<file path="src/rtl/rfphoenix_branch_resolve.sv">
// Branch resolution unit: compares the evaluated branch outcome with the
// fetch-time prediction, raises a held redirect on mispredict, pulses a
// predictor update for every resolved branch and keeps saturating
// branch/mispredict counters.
module rfphoenix_branch_resolve #(
    parameter int unsigned AW         = 32,
    parameter int unsigned INSN_BYTES = 5,
    parameter int unsigned CNTW       = 32
) (
    input  logic            rst_n,
    input  logic            clk,
    input  logic            br_valid_i,
    output logic            br_ready_o,
    input  logic [AW-1:0]   br_pc_i,
    input  logic [AW-1:0]   br_tgt_i,
    input  logic            br_taken_i,
    input  logic            pred_taken_i,
    input  logic [AW-1:0]   pred_tgt_i,
    input  logic            kill_i,
    output logic            redir_valid_o,
    output logic [AW-1:0]   redir_pc_o,
    input  logic            redir_ack_i,
    output logic            upd_valid_o,
    output logic [AW-1:0]   upd_pc_o,
    output logic            upd_taken_o,
    output logic [AW-1:0]   upd_tgt_o,
    output logic [CNTW-1:0] br_cnt_o,
    output logic [CNTW-1:0] mis_cnt_o
);

    typedef enum logic [1:0] {
        S_IDLE  = 2'd0,
        S_EVAL  = 2'd1,
        S_REDIR = 2'd2
    } state_t;

    state_t state_q, state_d;

    // Captured branch
    logic [AW-1:0]   pc_q, pc_d;
    logic [AW-1:0]   tgt_q, tgt_d;
    logic            taken_q, taken_d;
    logic            ptaken_q, ptaken_d;
    logic [AW-1:0]   ptgt_q, ptgt_d;

    // Output registers
    logic            redir_valid_q, redir_valid_d;
    logic [AW-1:0]   redir_pc_q, redir_pc_d;
    logic            upd_valid_q, upd_valid_d;
    logic [AW-1:0]   upd_pc_q, upd_pc_d;
    logic            upd_taken_q, upd_taken_d;
    logic [AW-1:0]   upd_tgt_q, upd_tgt_d;
    logic [CNTW-1:0] br_cnt_q, br_cnt_d;
    logic [CNTW-1:0] mis_cnt_q, mis_cnt_d;

    logic            capture;
    logic            mis;
    logic [AW-1:0]   actual_pc;

    // Resolution math on the captured branch
    always_comb begin
        actual_pc = taken_q ? tgt_q : (pc_q + AW'(INSN_BYTES));
        mis       = (taken_q != ptaken_q) || (taken_q && ptaken_q && (ptgt_q != tgt_q));
        capture   = (state_q == S_IDLE) && br_valid_i && !kill_i;
    end

    // State register
    always_ff @(posedge clk or negedge rst_n) begin
        if (!rst_n) begin
            state_q <= S_IDLE;
        end else begin
            state_q <= state_d;
        end
    end

    // Next-state logic; kill returns to IDLE from any state
    always_comb begin
        state_d = state_q;
        if (kill_i) begin
            state_d = S_IDLE;
        end else begin
            unique case (state_q)
                S_IDLE:  if (br_valid_i) state_d = S_EVAL;
                S_EVAL:  state_d = mis ? S_REDIR : S_IDLE;
                S_REDIR: if (redir_ack_i && redir_valid_q) state_d = S_IDLE;
                default: state_d = S_IDLE;
            endcase
        end
    end

    // Output decode
    always_comb begin
        br_ready_o    = (state_q == S_IDLE);
        redir_valid_o = redir_valid_q;
        redir_pc_o    = redir_pc_q;
        upd_valid_o   = upd_valid_q;
        upd_pc_o      = upd_pc_q;
        upd_taken_o   = upd_taken_q;
        upd_tgt_o     = upd_tgt_q;
        br_cnt_o      = br_cnt_q;
        mis_cnt_o     = mis_cnt_q;
    end

    // Datapath next values: capture, resolve, redirect handshake, counters
    always_comb begin
        pc_d          = pc_q;
        tgt_d         = tgt_q;
        taken_d       = taken_q;
        ptaken_d      = ptaken_q;
        ptgt_d        = ptgt_q;
        redir_valid_d = redir_valid_q;
        redir_pc_d    = redir_pc_q;
        upd_valid_d   = 1'b0;
        upd_pc_d      = upd_pc_q;
        upd_taken_d   = upd_taken_q;
        upd_tgt_d     = upd_tgt_q;
        br_cnt_d      = br_cnt_q;
        mis_cnt_d     = mis_cnt_q;

        if (capture) begin
            pc_d     = br_pc_i;
            tgt_d    = br_tgt_i;
            taken_d  = br_taken_i;
            ptaken_d = pred_taken_i;
            ptgt_d   = pred_tgt_i;
        end

        if (!kill_i) begin
            if (state_q == S_EVAL) begin
                upd_valid_d = 1'b1;
                upd_pc_d    = pc_q;
                upd_taken_d = taken_q;
                upd_tgt_d   = tgt_q;
                br_cnt_d    = (br_cnt_q == '1) ? br_cnt_q : br_cnt_q + CNTW'(1);
                if (mis) begin
                    mis_cnt_d     = (mis_cnt_q == '1) ? mis_cnt_q : mis_cnt_q + CNTW'(1);
                    redir_pc_d    = actual_pc;
                    redir_valid_d = 1'b1;
                end
            end else if (state_q == S_REDIR && redir_ack_i && redir_valid_q) begin
                redir_valid_d = 1'b0;
            end
        end else begin
            redir_valid_d = 1'b0;
        end
    end

    // Datapath registers
    always_ff @(posedge clk or negedge rst_n) begin
        if (!rst_n) begin
            pc_q          <= '0;
            tgt_q         <= '0;
            taken_q       <= 1'b0;
            ptaken_q      <= 1'b0;
            ptgt_q        <= '0;
            redir_valid_q <= 1'b0;
            redir_pc_q    <= '0;
            upd_valid_q   <= 1'b0;
            upd_pc_q      <= '0;
            upd_taken_q   <= 1'b0;
            upd_tgt_q     <= '0;
            br_cnt_q      <= '0;
            mis_cnt_q     <= '0;
        end else begin
            pc_q          <= pc_d;
            tgt_q         <= tgt_d;
            taken_q       <= taken_d;
            ptaken_q      <= ptaken_d;
            ptgt_q        <= ptgt_d;
            redir_valid_q <= redir_valid_d;
            redir_pc_q    <= redir_pc_d;
            upd_valid_q   <= upd_valid_d;
            upd_pc_q      <= upd_pc_d;
            upd_taken_q   <= upd_taken_d;
            upd_tgt_q     <= upd_tgt_d;
            br_cnt_q      <= br_cnt_d;
            mis_cnt_q     <= mis_cnt_d;
        end
    end

endmodule

</file>
<file path="config.mk">
export PLATFORM = sky130hd
export DESIGN_NAME = rfphoenix_branch_resolve
export DESIGN_NICKNAME = d
export VERILOG_FILES = /design/src/rtl/rfphoenix_branch_resolve.sv
export SDC_FILE = /design/constraint.sdc
export NUM_CORES = 1
export LEC_CHECK = 0
export ABC_AREA = 1
export CORE_ASPECT_RATIO = 1.4
export CORE_MARGIN = 5
export CORE_UTILIZATION = 45
export CTS_CLUSTER_DIAMETER = 150
export DETAILED_ROUTE_END_ITERATION = 16
export PLACE_DENSITY = 0.72
export SLEW_MARGIN = 10
export SYNTH_ARGS = -nofsm -noshare
export SYNTH_HDL_FRONTEND = slang
export SYNTH_SLANG_ARGS = --single-unit
</file>
<file path="constraint.sdc">
create_clock -name clk -period 5.2 [get_ports clk]
set_input_delay 1.3 -clock clk [delete_from_list [all_inputs] [get_ports clk]]
set_output_delay 1.3 -clock clk [all_outputs]
set_load 0.05 [all_outputs]
</file>
==> impl_metrics.ini, run 1 <==
[logic_synthesis]
ys_types = 33
synth.avg_cell_area_um2 = 7.85
synth_edf_count = 0
synth_area_leaders = dfrtp_1, nand2_1, o21ai_0
async_reset_ff_frac = 1.00
post_synth_instance_area_um2 = 12900
synth_common_cells = nand2_1, dfrtp_1, nor2_1
yosysTopAreaCell = dfrtp_1
netlist_instances = 1643
seq_area_frac_synth = 0.510
ys_seq_elements = 263
synth_top_area_share = 0.510
synth.most_common_cell = nand2_1
synth_nets = 1750
yosysWarnings = 0
synth_ff_type = dfrtp_1

[cts]
insertion_delay_ns = 0.53
clk_pin_slew_ns = 0.06
post_cts_buffers = 0
cts_htree_levels = 1
hold_buffers = 0
cts_buffer_depth = 3
cts_root_buffer = clkbuf_16
cts_sinks = 263
cts_resized = 0
cts_buffers = 27
tritoncts = yes

[floorplan]
die_y_um = 210
row_count = 73
die_area_um2 = 32200
start_util = 0.456
ioPinCount = 267
fp.dieW_um = 153
core_um2 = 28300

[power]
ir_drop_mv = 0.504
power.density_nw_per_um2 = 489
p_leak_nw = 7.87

[grt]
antenna_found_initial = 0
grt_max_degree = 138
overflow = 0
grt_pass1_wl_um = 63000
grt_pass1_vias = 11800
track_usage = 0.241

[finish]
fin_area_um2 = 16700
diodes = 0
nFillCells = 2619
nNetsFinal = 1989
area_growth_pct = 29.6
drive_above_1_share = 0.0474

[critical_path]
critPathMaxFanout = 3
slowest_delay_ns = 0.85
worst_setup_path_end_kind = primary output
cp_cell_sequence = nor2_1 -> clkdlybuf4s50_1
rrSetupSlack_ns = 2.39
critPathLaunchType = flop
cp_slowest_cell = clkdlybuf4s50_1
crit_arrival_ns = 1.97
worstSetupPathType = flop to primary output
cp.required_ns = 3.90
r2r_cells = 12

[min_path]
hold_path_class = flop to flop
min_path_cells = 2

[placement]
pre_cts_slack_ns = 1.78
portBuffers = 266
gp_congestion = 0.941
dpl_cell_area_um2 = 15800
dp_hpwl_um = 29000

[timing]
slew_viol_final = 0
holdWs_ns = 0.476
fin_setup_tns_ns = 0
finalCriticalPeriod_ns = 3.27
rsz0062_at_grt = no
skew_ns = 0.0112
maxSlewHeadroom = 0.322
fmax_ghz = 0.305
setup_ws_ns = 1.93
tightest_slew_ns = 1.01
setup_viol_count_final = 0
finalHoldViolCount = 0
post-route-period-util = 0.630

[route]
ant_nets = 0
routed_wl_um = 39700
drt_first_pass_iters = 5
drc_errors = 0
drt_iter0_markers = 479
wl_per_cell_um = 17.5
drt-vias-per-instance = 5.09
num_vias = 11600

[job]
drv_cap = 0

[status]
outcome = completed
## metal layers
metal	share of wire	global-route usage	up-vias
met4	0.036	0.0827	0
li1	-	-	5673
met1	0.38	0.284	5465
met2	0.52	0.444	357
met3	0.059	0.0407	90
met5	0	0	-
## placed cells by master, fill, tap and decap left out, drive strengths merged
master         count
a21boi             3
a21oi              4
a22oi              2
buf                9
bufinv             3
clkbuf            34
clkdlybuf4s50    265
clkinv             8
clkinvlp           2
dfrtp            263
ha                 4
inv               99
mux2i              9
nand2            725
nand3             60
nand3b             5
nand4             53
nor2             109
nor3              41
nor3b              1
nor4               1
o21ai            110
o31ai              1
or2                2
xnor2             47
xor2              40
## area by class of cell
type | count | area (µm²) | area share
multi-input combinational | 1217 | 5640 | 0.337
clock inverter | 13 | 149 | 0.00890
inverter | 99 | 377 | 0.0225
timing repair buffer | 274 | 2750 | 0.165
sequential | 263 | 6580 | 0.394
clock buffer | 34 | 752 | 0.0450
tap | 375 | 469 | 0.0281
## worst max-delay path: cells and delay by family (launching register included)
family | cells | cell delay [ns]
buffers and inverters | 1 | 0.85
flip-flops | 1 | 0.39
AND/OR/NAND/NOR | 1 | 0.21
## power by group
part	total (mW)	switching, mW	internal, mW
registers	3.01	0.458	2.56
clock network	1.98	0.811	1.17
logic	3.19	2.17	1.02
## logic make-up after synthesis
logic type                 after synthesis  synth area share
buffers and inverters                  163            0.0537
adders and majority gates                4           0.00388
DFF                                    263             0.510
muxes                                    9           0.00698
AOI/OAI and AO/OA                      120            0.0477
and+or+nand+nor                        997             0.319
xor gates and xnor gates                87            0.0591
## per-stage QoR
stage	power (mW)	utilization	std cells
3_3_place_gp	6.19	0.559	2228
6_report	8.18	0.591	2275
3_5_place_dp	6.24	0.559	2228
4_1_cts	8.24	0.590	2275
5_1_grt	8.57	0.591	2275
2_1_floorplan	4.96	-	1643
## sequential cells by signal (all words and copies together) (netlist names)
| register | cells |
|---|---|
| upd_valid_o | 1 |
| taken_q | 1 |
| state_q | 2 |
| upd_tgt_o | 32 |
| tgt_q | 32 |
| redir_pc_o | 32 |
| ptgt_q | 32 |
| upd_taken_o | 1 |
| mis_cnt_o | 32 |
| ptaken_q | 1 |
| redir_valid_o | 1 |
| pc_q | 32 |
| upd_pc_o | 32 |
| br_cnt_o | 32 |
## path summary, 6_finish.rpt
path,from,endpoint
min in group asynchronous,rst_n,br_cnt_o[13]
worst max-delay path,state_q[1],br_ready_o
worst min register to register,upd_pc_o[14],upd_pc_o[14]
worst min-delay path,upd_pc_o[14],upd_pc_o[14]
worst max register to register,tgt_q[18],state_q[1]
max in group asynchronous,rst_n,tgt_q[29]
No activity file was read; power rests on OpenSTA's default activity.
==> run 2: changes to the inputs <==
--- a/config.mk
+++ b/config.mk
@@ -11,7 +11,7 @@
 export CORE_UTILIZATION = 45
 export CTS_CLUSTER_DIAMETER = 150
 export DETAILED_ROUTE_END_ITERATION = 16
-export PLACE_DENSITY = 0.72
+export PLACE_DENSITY = 0.74
 export SLEW_MARGIN = 10
 export SYNTH_ARGS = -nofsm -noshare
 export SYNTH_HDL_FRONTEND = slang
==> constraint.sdc (replaced) <==
create_clock -name clk -period 2.7 [get_ports clk]
set_input_delay 0.675 -clock clk [delete_from_list [all_inputs] [get_ports clk]]
set_output_delay 0.675 -clock clk [all_outputs]
set_load 0.05 [all_outputs]
==> run 2 against run 1 <==
Net effect:
- critical endpoint is now mis_cnt_o[26]
- sequential share of layout area is 0.55 points lower
- combinational power is 93% higher
- power is 94% higher
- cell area is 1.4% higher
- highest routed layer unchanged
- clock power is 93% higher
- core utilization is 0.83 points higher
- flip-flop and latch count stayed put
- cell count is 0.70% higher
- largest cell class unchanged
- die area stayed put
- critical path depth is 1 lower
- worst setup slack worse by 1.8 ns
==> impl_metrics.ini, run 2 (same netlist as run 1, synthesis figures left out) <==
[timing]
finalCriticalPeriod_ns = 2.58
finalHoldViolCount = 0
fmax_ghz = 0.388
rsz0062_at_grt = no
setup_viol_count_final = 0
post-route-period-util = 0.955
maxSlewHeadroom = 0.364
tightest_slew_ns = 0.953
setup_ws_ns = 0.121
skew_ns = 0.0217
fin_setup_tns_ns = 0
slew_viol_final = 0

[finish]
area_growth_pct = 31.4
drive_above_1_share = 0.0553
layout.cells.most_common = nand2_1
final_cell_mix = nand2_1, clkdlybuf4s50_1, dfrtp_1
nNetsFinal = 2006
diodes = 0

[grt]
antenna_found_initial = 0
grt_pass1_wl_um = 63800
grt_max_degree = 95
overflow = 0
track_usage = 0.245
grt_pass1_vias = 11900

[critical_path]
crit_arrival_ns = 1.90
critPathLaunchType = flop
cp_slowest_cell = clkdlybuf4s50_1
path_buf_inv = 1
r2r-start = br_cnt_o[0]
startpoint = mis_cnt_o[26]
reg2reg_to = br_cnt_o[14]
worst_setup_path_end_kind = primary output
crit_family = buffers and inverters
cp_cell_sequence = clkdlybuf4s50_1
crit_end = mis_cnt_o[26]
path_depth = 1
critPathMaxFanout = 9
r2r_cells = 10
rrSetupSlack_ns = 0.52
worstSetupPathType = flop to primary output
slowest_delay_ns = 0.87
cp.required_ns = 2.03

[cts]
cts_htree_levels = 1
tritoncts = yes
clk_pin_slew_ns = 0.06
cts_buffer_depth = 3
cts_sinks = 263
cts_root_buffer = clkbuf_16
cts_buffers = 27
insertion_delay_ns = 0.53
hold_buffers = 0

[floorplan]
die_area_um2 = 32200
row_count = 73
fp.dieW_um = 153
ioPinCount = 267
start_util = 0.456
die_y_um = 210
core_um2 = 28300

[route]
wl_per_cell_um = 17.7
routed_wl_um = 40600
drt-vias-per-instance = 5.11
drc_errors = 0
num_vias = 11700
ant_nets = 0
drt_first_pass_iters = 5
drt_iter0_markers = 687

[job]
drv_cap = 0

[status]
outcome = completed

[power]
p_leak_nw = 7.99
power.density_nw_per_um2 = 935
total_power_mw = 15.9
ir_drop_mv = 0.670

[placement]
pre_cts_slack_ns = 0.205
portBuffers = 266
dp_hpwl_um = 30400
gp_congestion = 0.917

[min_path]
hold_path_class = input port to asynchronous set/reset pin
## run 2: cell count changes in the layout (fill, tap and decap cells not counted), sizes merged
cell           change
dlymetal6s2s       +1
inv                +1
buf               +17
clkdlybuf4s50      -1
clkbuf             +1
clkinv             -3
## run 2: area by class of cell
cell class | count | area, µm²
clock buffer | 35 | 766
multi-input combinational | 1217 | 5640
inverter | 99 | 374
sequential | 263 | 6580
timing repair buffer | 291 | 2980
clock inverter | 11 | 143
tap | 375 | 469
fill | 2589 | 11400
## run 2: timing repair
item | 4_1_cts | 5_1_grt
gates resized for setup | 0 | 1
setup endpoints to repair | 0 | 1
buffers inserted | 0 | 0
## run 2: power breakdown
| part | total (mW) | switching [mW] | internal [mW] | leakage (nW) |
|---|---|---|---|---|
| sequential | 5.86 | 0.938 | 4.92 | 3.36 |
| combinational | 6.17 | 4.16 | 2.01 | 4.19 |
| clock | 3.83 | 1.55 | 2.28 | 0.445 |
| total | 15.9 | 6.65 | 9.21 | 7.99 |
## run 2: through the flow
step | hold WS [ns] | util | cell area (µm²) | instances
global placement | 0.456 | 0.567 | 16000 | 2245
CTS | 0.0891 | 0.599 | 17000 | 2291
finish | 0.0844 | 0.599 | 17000 | 2291
global route | 0.107 | 0.599 | 17000 | 2291
detailed placement | 0.462 | 0.567 | 16000 | 2245
floorplan | 0.379 | - | 12900 | 1643
## run 2: metal layers
metal  global-route usage  part of all wire
met5                    0                 0
met1                0.294              0.38
met4               0.0996             0.044
met3               0.0351             0.056
met2                0.443              0.52
## run 2: worst min path at each step
stage               slack (ns)  cells past startpoint             end
finish                    0.08                      1     br_cnt_o[9]
global route              0.11                      1     br_cnt_o[9]
CTS                       0.09                      1     br_cnt_o[9]
detailed placement        0.46                      2   redir_pc_o[7]
global placement          0.46                      2  redir_pc_o[11]
floorplan                 0.38                      0     br_cnt_o[0]
==> run 3: changes to the inputs <==
--- a/config.mk
+++ b/config.mk
@@ -6,12 +6,15 @@
 export NUM_CORES = 1
 export LEC_CHECK = 0
 export ABC_AREA = 1
+export CAP_MARGIN = 20
+export CELL_PAD_IN_SITES_DETAIL_PLACEMENT = 0
+export CELL_PAD_IN_SITES_GLOBAL_PLACEMENT = 1
 export CORE_ASPECT_RATIO = 1.4
 export CORE_MARGIN = 5
-export CORE_UTILIZATION = 45
+export CORE_UTILIZATION = 34
 export CTS_CLUSTER_DIAMETER = 150
 export DETAILED_ROUTE_END_ITERATION = 16
-export PLACE_DENSITY = 0.74
+export PLACE_DENSITY_LB_ADDON = 0.1
 export SLEW_MARGIN = 10
 export SYNTH_ARGS = -nofsm -noshare
 export SYNTH_HDL_FRONTEND = slang
==> run 3 against run 2 <==
Net effect:
- count of clock-buffer cells in the layout up 9
- via count down 2.5%
- non-clock buffer count unchanged
- wire length up 9.4%
- power down 0.12%
- largest cell class unchanged
==> impl_metrics.ini, run 3 (same netlist as run 1, synthesis figures left out) <==
[timing]
rsz0062_at_grt = no
tightest_slew_ns = 0.719
maxSlewHeadroom = 0.521
fin_setup_tns_ns = 0
fmax_ghz = 0.383
setup_viol_count_final = 0
slew_viol_final = 0
post-route-period-util = 0.968
skew_ns = 0.0103
finalHoldViolCount = 0
finalCriticalPeriod_ns = 2.61

[floorplan]
fp.dieW_um = 175
die_area_um2 = 42000
row_count = 84
core_um2 = 37500
die_y_um = 241
ioPinCount = 267
start_util = 0.344

[route]
routed_wl_um = 44400
drt_first_pass_iters = 5
wl_per_cell_um = 18.5
drt-vias-per-instance = 4.77
drt_iter0_markers = 555
drc_errors = 0
num_vias = 11400
ant_nets = 0

[power]
power.density_nw_per_um2 = 930
ir_drop_mv = 0.561
p_leak_nw = 7.97

[finish]
nNetsFinal = 2008
diodes = 0
drive_above_1_share = 0.0541
final_cell_count_no_fill = 2394
final_cell_mix = nand2_1, clkdlybuf4s50_1, dfrtp_1
fin_area_um2 = 17000
area_growth_pct = 32.0
nFillCells = 3848
layout.cells.most_common = nand2_1

[critical_path]
critPathMaxFanout = 9
reg2reg_to = redir_pc_o[18]
cp_cell_sequence = clkdlybuf4s50_1
critPathLaunchType = flop
cp.required_ns = 2.03
crit_family = buffers and inverters
worst_setup_path_end_kind = primary output
rrSetupSlack_ns = 0.44
r2r_cells = 13
slowest_delay_ns = 0.87
path_buf_inv = 1
crit_arrival_ns = 1.94
cp_slowest_cell = clkdlybuf4s50_1
r2r-start = pc_q[0]
worstSetupPathType = flop to primary output

[placement]
gp_congestion = 0.847
dp_hpwl_um = 33000
portBuffers = 266
dp.cells = 2343
dpl_cell_area_um2 = 16100

[grt]
grt_max_degree = 95
antenna_found_initial = 0
overflow = 0
track_usage = 0.208
grt_pass1_wl_um = 68700
grt_pass1_vias = 11800

[cts]
cts_htree_levels = 1
hold_buffers = 0
clk_pin_slew_ns = 0.06
tritoncts = yes
insertion_delay_ns = 0.56
cts_root_buffer = clkbuf_16
cts_buffers = 29
cts_buffer_depth = 3
post_cts_buffers = 0
cts_sinks = 263

[status]
outcome = completed

[job]
drv_cap = 0

[min_path]
hold_path_class = input port to asynchronous set/reset pin
==> run 3: cell count changes in the layout (fill, tap and decap cells not counted), sizes merged <==
cell	before	now
bufinv	3	0
clkbuf	35	44
dlygate4sd2	0	1
dlymetal6s2s	1	0
inv	100	99
==> run 3: how the worst max path moves through the flow <==
stage / from / end / slack (ns) / cells after the start
after detailed placement: kill_i / mis_cnt_o[24] / 0.20 / 8
after global placement: kill_i / mis_cnt_o[24] / 0.21 / 8
after floorplan: state_q[1] / pc_q[0] / 0.47 / 8
after global routing: mis_cnt_o[26] / mis_cnt_o[26] / 0.04 / 1
final: mis_cnt_o[26] / mis_cnt_o[26] / 0.09 / 1
after CTS: mis_cnt_o[9] / mis_cnt_o[9] / 0.05 / 1
==> run 3: power breakdown <==
| part | internal [mW] | switching, mW |
|---|---|---|
| registers | 4.92 | 0.914 |
| logic | 2.03 | 4.19 |
| clock network | 2.13 | 1.65 |
==> run 3: layer usage <==
layer	vias up	GRT usage	share of wire
met5	-	0	0
met4	0	0.0507	0.022
met3	51	0.0327	0.044
met2	250	0.389	0.53
met1	5389	0.250	0.40
li1	5724	-	-
==> run 3: through the flow <==
| step | hold slack (ns) | total power, mW | worst slack (ns) | utilization |
|---|---|---|---|---|
| floorplan | 0.379 | 9.55 | 0.473 | - |
| global placement | 0.462 | 12.1 | 0.215 | 0.430 |
| detailed placement | 0.463 | 12.2 | 0.197 | 0.430 |
| CTS | 0.00745 | 16.1 | 0.0482 | 0.454 |
| global route | 0.0333 | 16.7 | 0.0367 | 0.454 |
| finish | 0.0177 | 15.8 | 0.0868 | 0.454 |
==> run 3: final cells by class <==
cell class | count | area (µm²) | area share
tap | 473 | 592 | 0.0348
multi-input combinational | 1217 | 5640 | 0.331
sequential | 263 | 6580 | 0.386
clock buffer | 44 | 842 | 0.0494
inverter | 99 | 374 | 0.0220
timing repair buffer | 291 | 2950 | 0.173
clock inverter | 7 | 43.8 | 0.00257
==> run 3: repair_timing <==
| action | in CTS | in global routing |
|---|---|---|
| hold endpoints to repair | 0 | 0 |
| gates resized for setup | 1 | 0 |
| setup endpoints to repair | 1 | 0 |
